==> config.mk <==
export PLATFORM = sky130hd
export DESIGN_NAME = fwd_hazard_unit_flat
export DESIGN_NICKNAME = d
export VERILOG_FILES = /design/src/rtl/fwd_hazard_if.sv /design/src/rtl/fwd_hazard_unit.sv /design/src/flat_wrapper.sv
export SDC_FILE = /design/constraint.sdc
export NUM_CORES = 1
export LEC_CHECK = 0
export CAP_MARGIN = 20
export CORE_MARGIN = 2
export CORE_UTILIZATION = 35
export CTS_CLUSTER_SIZE = 8
export DETAILED_ROUTE_END_ITERATION = 16
export MAX_ROUTING_LAYER = met4
export PLACE_DENSITY = 0.67
export SLEW_MARGIN = 0
export SYNTH_ARGS = -nofsm -noshare
export SYNTH_HDL_FRONTEND = slang
export SYNTH_SLANG_ARGS = --single-unit
==> constraint.sdc <==
create_clock -name clk -period 5.45 [get_ports clk]
set_clock_uncertainty 0.05 [all_clocks]
set_input_delay 0.545 -clock clk [delete_from_list [all_inputs] [get_ports clk]]
set_output_delay 0.545 -clock clk [all_outputs]
set_load 0.05 [all_outputs]
==> src/rtl/fwd_hazard_if.sv <==
// ID-stage hazard/forwarding bundle: the instruction in ID plus the stall,
// forward-select and stall-counter results returned by the hazard unit.
interface fwd_hazard_if #(
  parameter int REG_AW  = 5,
  parameter int NUM_SRC = 2,
  parameter int SEL_W   = 2,
  parameter int CNT_W   = 16
);
  logic                       id_valid;
  logic [NUM_SRC*REG_AW-1:0]  id_rs;
  logic [NUM_SRC-1:0]         id_rs_used;
  logic [REG_AW-1:0]          id_rd;
  logic                       id_reg_write;
  logic                       id_mem_read;
  logic                       flush;
  logic                       stall;
  logic [NUM_SRC*SEL_W-1:0]   fwd_sel;
  logic [CNT_W-1:0]           stall_count;

  // Pipeline control side: presents the ID instruction, consumes the results.
  modport master (
    output id_valid, id_rs, id_rs_used, id_rd, id_reg_write, id_mem_read, flush,
    input  stall, fwd_sel, stall_count
  );

  // Hazard unit side.
  modport slave (
    input  id_valid, id_rs, id_rs_used, id_rd, id_reg_write, id_mem_read, flush,
    output stall, fwd_sel, stall_count
  );
endinterface

==> src/rtl/fwd_hazard_unit.sv <==
// Forwarding and load-use hazard unit. A shadow pipeline mirrors the producers
// in EX and later stages; forward selects are resolved in ID and registered so
// they arrive in EX together with the consuming instruction.
module fwd_hazard_unit #(
  parameter int REG_AW    = 5,
  parameter int NUM_SRC   = 2,
  parameter int FWD_DEPTH = 2,
  parameter int LOAD_LAT  = 1,
  parameter int SEL_W     = $clog2(FWD_DEPTH + 1),
  parameter int CNT_W     = 16
) (
  input logic         clk,
  input logic         rst,
  fwd_hazard_if.slave bus
);

  typedef struct packed {
    logic              valid;
    logic [REG_AW-1:0] rd;
    logic              reg_write;
    logic              mem_read;
  } shadow_t;

  // shadow[0] = EX, shadow[1] = MEM, ... shadow[FWD_DEPTH].
  shadow_t                   shadow [FWD_DEPTH+1];
  shadow_t                   id_entry;
  logic [NUM_SRC-1:0]        hazard;
  logic                      stall_c;
  logic                      take;
  logic [NUM_SRC*SEL_W-1:0]  sel_d;
  logic [NUM_SRC*SEL_W-1:0]  sel_q;
  logic [CNT_W-1:0]          cnt_q;

  function automatic logic is_producer(shadow_t e);
    return e.valid && e.reg_write && (e.rd != '0);
  endfunction

  assign id_entry = '{valid:     1'b1,
                      rd:        bus.id_rd,
                      reg_write: bus.id_reg_write,
                      mem_read:  bus.id_mem_read};

  // Load-use detection: a read operand whose producer is a load still inside
  // the not-yet-ready window. Flush suppresses it entirely.
  always_comb begin
    // NOTE: every always_comb output gets a default first so no path leaves it
    // unassigned, which would otherwise infer a latch.
    hazard = '0;
    for (int i = 0; i < NUM_SRC; i++) begin
      for (int k = 0; k < LOAD_LAT; k++) begin
        if (bus.id_valid && bus.id_rs_used[i] && !bus.flush &&
            is_producer(shadow[k]) && shadow[k].mem_read &&
            shadow[k].rd == bus.id_rs[i*REG_AW +: REG_AW])
          hazard[i] = 1'b1;
      end
    end
  end

  assign stall_c = |hazard;
  assign take    = bus.id_valid && !stall_c && !bus.flush;

  // Forward select per operand; scanning oldest to youngest lets the youngest
  // matching producer overwrite older matches.
  always_comb begin
    sel_d = '0;
    for (int i = 0; i < NUM_SRC; i++) begin
      for (int k = FWD_DEPTH - 1; k >= 0; k--) begin
        if (bus.id_rs_used[i] && bus.id_rs[i*REG_AW +: REG_AW] != '0 &&
            is_producer(shadow[k]) &&
            shadow[k].rd == bus.id_rs[i*REG_AW +: REG_AW])
          sel_d[i*SEL_W +: SEL_W] = SEL_W'(k + 1);
      end
    end
  end

  // Shadow pipeline advance: ID instruction or bubble into EX, rest shift down.
  always_ff @(posedge clk or posedge rst) begin
    if (rst) begin
      // NOTE: the whole shadow array is reset, not only the valid bits; it is a
      // handful of flops and a stale valid would forward from a dead producer.
      for (int k = 0; k <= FWD_DEPTH; k++) shadow[k] <= '0;
    end else begin
      // NOTE: non-blocking assignments make every stage read the previous
      // cycle's value, so the shift order inside the loop does not matter.
      shadow[0] <= take ? id_entry : '0;
      for (int k = 1; k <= FWD_DEPTH; k++) shadow[k] <= shadow[k-1];
    end
  end

  // Forward selects travel with the instruction into EX; a bubble forwards nothing.
  always_ff @(posedge clk or posedge rst) begin
    if (rst)       sel_q <= '0;
    else if (take) sel_q <= sel_d;
    else           sel_q <= '0;
  end

  // Saturating stall-cycle counter for performance monitoring.
  always_ff @(posedge clk or posedge rst) begin
    if (rst)                          cnt_q <= '0;
    else if (stall_c && cnt_q != '1)  cnt_q <= cnt_q + 1'b1;
  end

  assign bus.stall       = stall_c;
  assign bus.fwd_sel     = sel_q;
  assign bus.stall_count = cnt_q;

endmodule

==> src/flat_wrapper.sv <==
// flat-port wrapper written by rule: the top's interface ports become plain ports
module fwd_hazard_unit_flat 
#(
  parameter int REG_AW    = 5,
  parameter int NUM_SRC   = 2,
  parameter int FWD_DEPTH = 2,
  parameter int LOAD_LAT  = 1,
  parameter int SEL_W     = $clog2(FWD_DEPTH + 1),
  parameter int CNT_W     = 16
)
  (clk, rst, bus_id_valid, bus_id_rs, bus_id_rs_used, bus_id_rd, bus_id_reg_write, bus_id_mem_read, bus_flush, bus_stall, bus_fwd_sel, bus_stall_count);
  fwd_hazard_if #(.REG_AW(REG_AW), .NUM_SRC(NUM_SRC), .SEL_W(SEL_W), .CNT_W(CNT_W)) bus_i ();
  input logic clk;
  input logic rst;
  input wire logic [$bits(bus_i.id_valid)-1:0] bus_id_valid;
  input wire logic [$bits(bus_i.id_rs)-1:0] bus_id_rs;
  input wire logic [$bits(bus_i.id_rs_used)-1:0] bus_id_rs_used;
  input wire logic [$bits(bus_i.id_rd)-1:0] bus_id_rd;
  input wire logic [$bits(bus_i.id_reg_write)-1:0] bus_id_reg_write;
  input wire logic [$bits(bus_i.id_mem_read)-1:0] bus_id_mem_read;
  input wire logic [$bits(bus_i.flush)-1:0] bus_flush;
  output wire logic [$bits(bus_i.stall)-1:0] bus_stall;
  output wire logic [$bits(bus_i.fwd_sel)-1:0] bus_fwd_sel;
  output wire logic [$bits(bus_i.stall_count)-1:0] bus_stall_count;
  assign bus_i.id_valid = bus_id_valid;
  assign bus_i.id_rs = bus_id_rs;
  assign bus_i.id_rs_used = bus_id_rs_used;
  assign bus_i.id_rd = bus_id_rd;
  assign bus_i.id_reg_write = bus_id_reg_write;
  assign bus_i.id_mem_read = bus_id_mem_read;
  assign bus_i.flush = bus_flush;
  assign bus_stall = bus_i.stall;
  assign bus_fwd_sel = bus_i.fwd_sel;
  assign bus_stall_count = bus_i.stall_count;
  fwd_hazard_unit #(.REG_AW(REG_AW), .NUM_SRC(NUM_SRC), .FWD_DEPTH(FWD_DEPTH), .LOAD_LAT(LOAD_LAT), .SEL_W(SEL_W), .CNT_W(CNT_W)) u_core (.clk(clk), .rst(rst), .bus(bus_i));
endmodule
---- Yosys cells after proc, flatten, opt, wreduce, memory -nomap -nowiden ----
Index checks and enable logic that the tools add are counted.
operators by class
  $add $sub $neg .......................... 1
  equality and inequality tests ........... 5
  multiplexer cells ....................... 8
  reductions and logical operators ........ 34
operator list
  operator               number
  $logic_and 1x1->1      27
  $eq 5x5->1             4
  $reduce_bool 5->1      4
  $add 16x1->16 const B  1
  $ne 16x16->1 const B   1
  $mux 2                 4
  $mux 8                 1
  $mux 4                 1
  $logic_not 1->1        2
  $mux 1                 2
  $reduce_or 2->1        1
storage, ports and cells
  register bits after elaboration ......... 35
  input bits .............................. 23
  output and inout bits ................... 21
  logic and storage cells ................. 57

---- Longest topological paths before layout ----
Gate-level depths: netlist (run 1).
  word-level depth ........................ 11
  gate-level depth with buffers ........... 7
  mapped depth without buffers ............ 6

---- Worst setup path after synthesis (run 1) ----
No wires, ideal clock.
  kind .................................... in2out
  start point ............................. input bus_id_rs[4]
  end point ............................... output bus_stall
  arrival time ............................ 1.660 ns
  path slack .............................. 3.195 ns
  cell stages on the path ................. 6
  path buffers ............................ 1
  cell sequence ........................... xor2_1 -> nor3_2 -> nand4_2 -> and2_4 -> buf_6 -> inv_1
on the way
  longest elaborated chain between the ends .. 4
RTL lines
  what                line                   source
  start: declaration  flat_wrapper.sv:16     input wire logic [$bits(bus_i.id_rs)-1:0] bus_id_rs;
  $eq 5x5->1          fwd_hazard_unit.sv:53  shadow[k].rd == bus.id_rs[i*REG_AW +: REG_AW])
  $logic_and 1x1->1   fwd_hazard_unit.sv:52  is_producer(shadow[k]) && shadow[k].mem_read &&
  $mux 1              fwd_hazard_unit.sv:51  if (bus.id_valid && bus.id_rs_used[i] && !bus.flush &&
  $reduce_or 2->1     fwd_hazard_unit.sv:59  assign stall_c = |hazard;
  end: declaration    flat_wrapper.sv:22     output wire logic [$bits(bus_i.stall)-1:0] bus_stall;
Every way passes these cells.

---- Worst setup path in the final report (run 1) ----
Ends and elaborated chain as after synthesis.

==> flow_metrics.py, run 1 <==
metrics = {
    "timing": {
        "finalHoldViolations": 0,
        "hold_slack_ps": 326,
        "finalCritPeriodShare_pct": 60.0,
        "fin_tns_setup_ps": 0,
        "slew_violations": 0,
        "rsz0062_at_grt": "no",
        "setup_violations": 0,
        "fin_crit_ps": 3270,
        "max_freq_mhz": 306,
        "relSlewSlack_pct": 66.3,
        "worst_pin_slew_ps": 504,
    },
    "cells_and_area": {
        "drive_above_1_share_pct": 7.96,
        "layout_common_cells": "clkdlybuf4s50_1 (43), dfrtp_1 (35), xor2_1 (23)",
        "final_common_cell": "clkdlybuf4s50_1",
        "diodes": 0,
        "fin_area_um2": 2250,
        "area_growth_pct": 34.6,
        "fill_cells": 448,
        "nets": 224,
    },
    "critical_path": {
        "critical-path-slowest-cell": "clkdlybuf4s50_1",
        "cp_cell_sequence": "clkdlybuf4s50_1 -> xor2_1 -> nor3_2 -> nand4_2 -> and2_4 -> inv_1 -> clkdlybuf4s50_1",
        "cp_slowest_stage_delay_ps": 790,
        "path_class": "in2out",
        "cp_top_family": "buffers and inverters",
        "path_buf_inv": 3,
        "cp_max_fo": 7,
        "cp.required_ps": 4860,
        "path_common_cell": "clkdlybuf4s50_1",
        "arrival_ps": 2680,
        "end_kind": "primary output",
        "startpoint_type": "input port",
    },
    "global_route": {
        "grt_remaining_overflow": 0,
        "antenna_found_initial": 0,
        "grt_pass1_vias": 1271,
        "top_usage_layer": "met2",
        "globalRouteMet1Util_pct": 19.6,
        "use_met3_pct": 3.31,
        "grt_max_degree": 36,
        "grt_usage_pct": 14.8,
        "grtUsageMet2_pct": 21.8,
        "grt_pass1_wl_um": 5790,
    },
    "placed_design": {
        "buffer_ports.inserted": 43,
        "placed_cell_area_um2": 2170,
        "hpwl_um": 2550,
        "gp_congestion": 0.827,
    },
    "yosys": {
        "yosys-top-cells-area": "dfrtp_1 (52%), xor2_1 (12%), xnor2_1 (6.3%)",
        "synth_warnings": 0,
        "synthesis.area_um2": 1680,
        "synthFlopType": "dfrtp_1",
        "syn_avg_cell_area_um2": 11.1,
        "ys_types": 29,
        "synth_edf_count": 0,
        "syn_inst": 151,
        "synth_top_area_share_pct": 52.3,
        "synth-seq-cells": 35,
        "yosysSeqAreaShare_pct": 52.3,
        "synth_nets": 175,
        "async_reset_ff_share_pct": 100,
        "synth_top_area_cell": "dfrtp_1",
    },
    "clocking": {
        "clockRootBuffer": "clkbuf_8",
        "cts_hold_buf": 0,
        "cts_resized": 0,
        "clockBufferDepth": 2,
        "insertion_delay_ps": 280,
        "cts_tree": "built",
        "clk_pin_slew_ps": 70,
        "htreeDepth": 2,
        "cts_made_buffers": 5,
        "cts.sinks": 35,
        "post_cts_buffers": 0,
    },
    "route": {
        "ant_nets": 0,
        "dr.pass1.iters": 4,
        "vias": 1254,
        "vias_per_cell": 4.92,
        "wl_per_cell_um": 12.9,
        "wirelength_um": 3290,
        "drt_iter0_drc": 93,
        "drc": 0,
    },
    "power_and_ir_drop": {
        "ir_worst_vdd_mv": 0.117,
        "total_power_mw": 0.495,
        "pwr_density_cell_nw_per_um2": 219,
        "leakagePower_nw": 1.01,
    },
    "run_status": {
        "status": "finished, final reports clean",
    },
    "floorplan": {
        "die_x_um": 73.2,
        "rows": 25,
        "core_area_um2": 4660,
        "dieHeight_um": 73.2,
        "initial_core_util_pct": 35.9,
        "pin_count": 44,
        "dieArea_um2": 5360,
    },
    "worst_hold_path": {
        "hp-class": "reg2reg",
    },
    "run": {
        "timing.max_cap.violations": 0,
    },
}
-- flip-flops by register name (all words and copies together), names as in the netlist --
register / cells
u_core.shadow: 15
u_core.bus.stall_count: 16
u_core.bus.fwd_sel: 4
-- layer usage --
metal,wire length [µm],share of wire (%),vias to the layer above
met1,1570,48,605
li1,-,-,621
met2,1580,48,24
met4,42,1.3,0
met5,0,0,-
met3,96,2.9,4
-- Yosys cell counts (all sizes together), types with 2 or more instances --
cell type	number
dfrtp	35
xor2	23
and2	12
nand2	12
xnor2	12
nand4	10
nor3	8
nor4	6
nand3	5
nor2	5
and3	3
inv	3
and4	2
o21ai	2
or4	2
-- power by group --
| group | switching, mW | internal [mW] | total, mW |
|---|---|---|---|
| registers | 0.00447 | 0.264 | 0.269 |
| clock network | 0.0936 | 0.0888 | 0.182 |
| logic | 0.0196 | 0.0242 | 0.0438 |
| total | 0.118 | 0.377 | 0.495 |
-- worst register-to-register path: stages, from the launching register on --
cell and delay [ps]:
dfrtp_1 440, nor4_1 110, a211oi_2 330, nand4_1 220, a21oi_2 460, mux2_2 390
-- stage by stage --
step	utilization [%]	cells	setup WS, ps
after floorplan	-	151	3190
after global placement	46.5	247	2220
after detailed placement	46.5	247	2180
after CTS	48.4	255	2180
after global routing	48.4	255	2100
final	48.4	255	2180
-- cells by family after synthesis --
kind of cell,Yosys count,share of synthesized area [%]
buffers and inverters,5,1.57
and+or+nand+nor,68,23.5
xor gates and xnor gates,35,18.3
muxes,1,0.672
DFF,35,52.3
AOI/OAI and AO/OA,6,2.91
adders and majority gates,1,0.747
-- worst paths after layout --
kind	start	to	slack [ps]	cells past startpoint
min in group asynchronous	rst	u_core.bus.fwd_sel[3]$_DFF_PP0_	610	3
hold / removal	u_core.shadow[17]$_DFF_PP0_	u_core.shadow[9]$_DFF_PP0_	330	0
setup / recovery	bus_id_rs[4]	bus_stall	2180	7
hold reg to reg	u_core.shadow[17]$_DFF_PP0_	u_core.shadow[9]$_DFF_PP0_	330	0
max in group asynchronous	rst	u_core.shadow[13]$_DFF_PP0_	4430	3
setup reg to reg	u_core.shadow[20]$_DFF_PP0_	u_core.bus.stall_count[1]$_DFFE_PP0P_	3340	5
-- cell type report --
type                       instances  area, µm²  area share, %
multi-input combinational        111        773           34.3
tap                               54       67.6           3.00
clock buffer                       5       68.8           3.05
timing repair buffer              44        438           19.4
sequential                        35        876           38.8
clock inverter                     3       20.0          0.888
inverter                           3       11.3          0.499
Note: power is estimated with default switching activity, not from simulation.
==> run 2, diff against run 1 <==
--- a/config.mk
+++ b/config.mk
@@ -11,7 +11,7 @@
 export CTS_CLUSTER_SIZE = 8
 export DETAILED_ROUTE_END_ITERATION = 16
 export MAX_ROUTING_LAYER = met4
-export PLACE_DENSITY = 0.67
+export PLACE_DENSITY = 0.69
 export SLEW_MARGIN = 0
 export SYNTH_ARGS = -nofsm -noshare
 export SYNTH_HDL_FRONTEND = slang
==> constraint.sdc (replaced) <==
create_clock -name clk -period 2.7 [get_ports clk]
set_clock_uncertainty 0.05 [all_clocks]
set_input_delay 0.27 -clock clk [delete_from_list [all_inputs] [get_ports clk]]
set_output_delay 0.27 -clock clk [all_outputs]
set_load 0.05 [all_outputs]
==> flow_metrics.py, run 2 (same netlist as run 1, synthesis figures left out) <==
metrics = {
    "run_status": {
        "status": "finished, final reports clean",
    },
    "floorplan": {
        "core_area_um2": 4660,
        "die_x_um": 73.2,
        "dieArea_um2": 5360,
        "initial_core_util_pct": 35.9,
        "pin_count": 44,
        "dieHeight_um": 73.2,
        "rows": 25,
    },
    "power_and_ir_drop": {
        "leakagePower_nw": 1.04,
        "clkPwrFrac_pct": 47.1,
        "p_sw_mw": 0.247,
        "power_frac_comb_pct": 7.6,
        "power_frac_seq_pct": 45.3,
        "internal_power_mw": 0.950,
        "pwr_density_cell_nw_per_um2": 518,
        "ir_worst_vdd_mv": 0.331,
        "p_sw_share_pct": 20.6,
    },
    "critical_path": {
        "cp_slowest_stage_delay_ps": 490,
        "arrival_ps": 2020,
        "cp-startpoint": "u_core.shadow[21]$_DFF_PP0_",
        "worst-path-stages": 6,
        "startpoint_type": "flip-flop",
        "rr_endpoint": "u_core.bus.stall_count[1]$_DFFE_PP0P_",
        "path_buf_inv": 2,
        "timing.rr.start": "u_core.shadow[21]$_DFF_PP0_",
        "rrSetupSlack_ps": 610,
        "crit_end": "bus_stall",
        "cp.required_ps": 2380,
        "path_class": "reg2out",
        "end_kind": "primary output",
        "r2r_cells": 5,
        "cp_max_fo": 7,
        "cp_top_family": "simple AND/OR/NAND/NOR gates",
        "critical-path-slowest-cell": "nor4_1",
        "cp_cell_sequence": "nor4_1 -> a211oi_2 -> nand4_1 -> and2_4 -> inv_1 -> buf_12",
    },
    "timing": {
        "fin_crit_ps": 2340,
        "fin_tns_setup_ps": 0,
        "max_freq_mhz": 427,
        "finalHoldViolations": 0,
        "finalCritPeriodShare_pct": 86.7,
        "worst_pin_slew_ps": 504,
        "slew_violations": 0,
        "rsz0062_at_grt": "no",
        "relSlewSlack_pct": 66.3,
        "setup_violations": 0,
    },
    "global_route": {
        "grt_pass1_wl_um": 5840,
        "grt_usage_pct": 14.9,
        "top_usage_layer": "met2",
        "grt_pass1_vias": 1264,
        "grtUsageMet2_pct": 23.4,
        "grt_max_degree": 36,
        "globalRouteMet1Util_pct": 18.2,
        "antenna_found_initial": 0,
        "grt_remaining_overflow": 0,
        "use_met3_pct": 4.28,
    },
    "route": {
        "vias": 1257,
        "wl_per_cell_um": 13.9,
        "drc": 0,
        "vias_per_cell": 4.93,
        "drt_iter0_drc": 74,
        "ant_nets": 0,
        "wirelength_um": 3540,
        "dr.pass1.iters": 5,
    },
    "clocking": {
        "cts_made_buffers": 5,
        "cts.sinks": 35,
        "clockRootBuffer": "clkbuf_8",
        "cts_tree": "built",
        "clk_pin_slew_ps": 70,
        "cts_hold_buf": 0,
        "cts_resized": 0,
        "post_cts_buffers": 0,
        "htreeDepth": 2,
        "insertion_delay_ps": 290,
        "clockBufferDepth": 2,
    },
    "cells_and_area": {
        "final_common_cell": "clkdlybuf4s50_1",
        "drive_above_1_share_pct": 8.46,
        "final_util_pct": 49.6,
        "fin_area_um2": 2310,
        "diodes": 0,
        "largest_reg_flops": 16,
        "finalNonFillerCells": 255,
        "layout_common_cells": "clkdlybuf4s50_1 (42), dfrtp_1 (35), xor2_1 (23)",
        "nets": 224,
        "area_growth_pct": 38.0,
    },
    "placed_design": {
        "dp_cells": 247,
        "hpwl_um": 2640,
        "gp_congestion": 0.884,
        "buffer_ports.inserted": 43,
        "placed_cell_area_um2": 2180,
    },
    "worst_hold_path": {
        "hp-class": "in2async",
    },
    "run": {
        "timing.max_cap.violations": 0,
    },
}
==> run 2: cell count changes in the layout (fill, tap and decap cells not counted) <==
cell             change
bufinv_16            +2
clkdlybuf4s50_1      -1
clkinv_2             -1
clkinvlp_4           -1
buf_12               +1
==> run 2: routing by layer <==
layer	vias up	wire length, µm
met5	-	0
met4	0	50
met3	4	139
met2	27	1680
met1	605	1670
li1	621	-
==> run 2: per-stage QoR <==
step	power [mW]	hold slack (ps)	setup slack [ps]
floorplan	0.592	304	750
global placement	0.643	314	387
detailed placement	0.644	315	353
CTS	1.21	336	337
global route	1.24	344	155
finish	1.20	324	359
==> run 2: worst min-delay path: cells and delay by family <==
| family | cells | cell delay (ps) |
|---|---|---|
| buffers and inverters | 3 | 830 |
==> run 2: final cells by class <==
cell class,instances,area [µm²]
Sequential cell,35,876
Fill cell,425,2350
Clock buffer,5,68.8
Inverter,3,11.3
Multi-Input combinational cell,111,773
Clock inverter,3,67.6
Timing Repair Buffer,44,448
Tap cell,54,67.6
==> run 2: worst min-delay path by stage <==
stage / endpoint / slack, ps / depth (start not counted)
floorplan: u_core.shadow[9]$_DFF_PP0_ / 300 / 0
global placement: u_core.shadow[15]$_DFF_PP0_ / 310 / 0
detailed placement: u_core.shadow[15]$_DFF_PP0_ / 320 / 0
CTS: u_core.bus.fwd_sel[0]$_DFF_PP0_ / 340 / 3
global route: u_core.shadow[15]$_DFF_PP0_ / 340 / 0
finish: u_core.bus.stall_count[12]$_DFFE_PP0P_ / 320 / 3
==> run 2: power by group through the flow <==
stage / logic [mW] / clock network [mW] / registers (mW)
after floorplan: 0.0424 / 0 / 0.550
after global placement: 0.0905 / 0 / 0.552
after detailed placement: 0.0916 / 0 / 0.552
after CTS: 0.0921 / 0.572 / 0.542
after global routing: 0.100 / 0.594 / 0.543
final: 0.0911 / 0.563 / 0.542
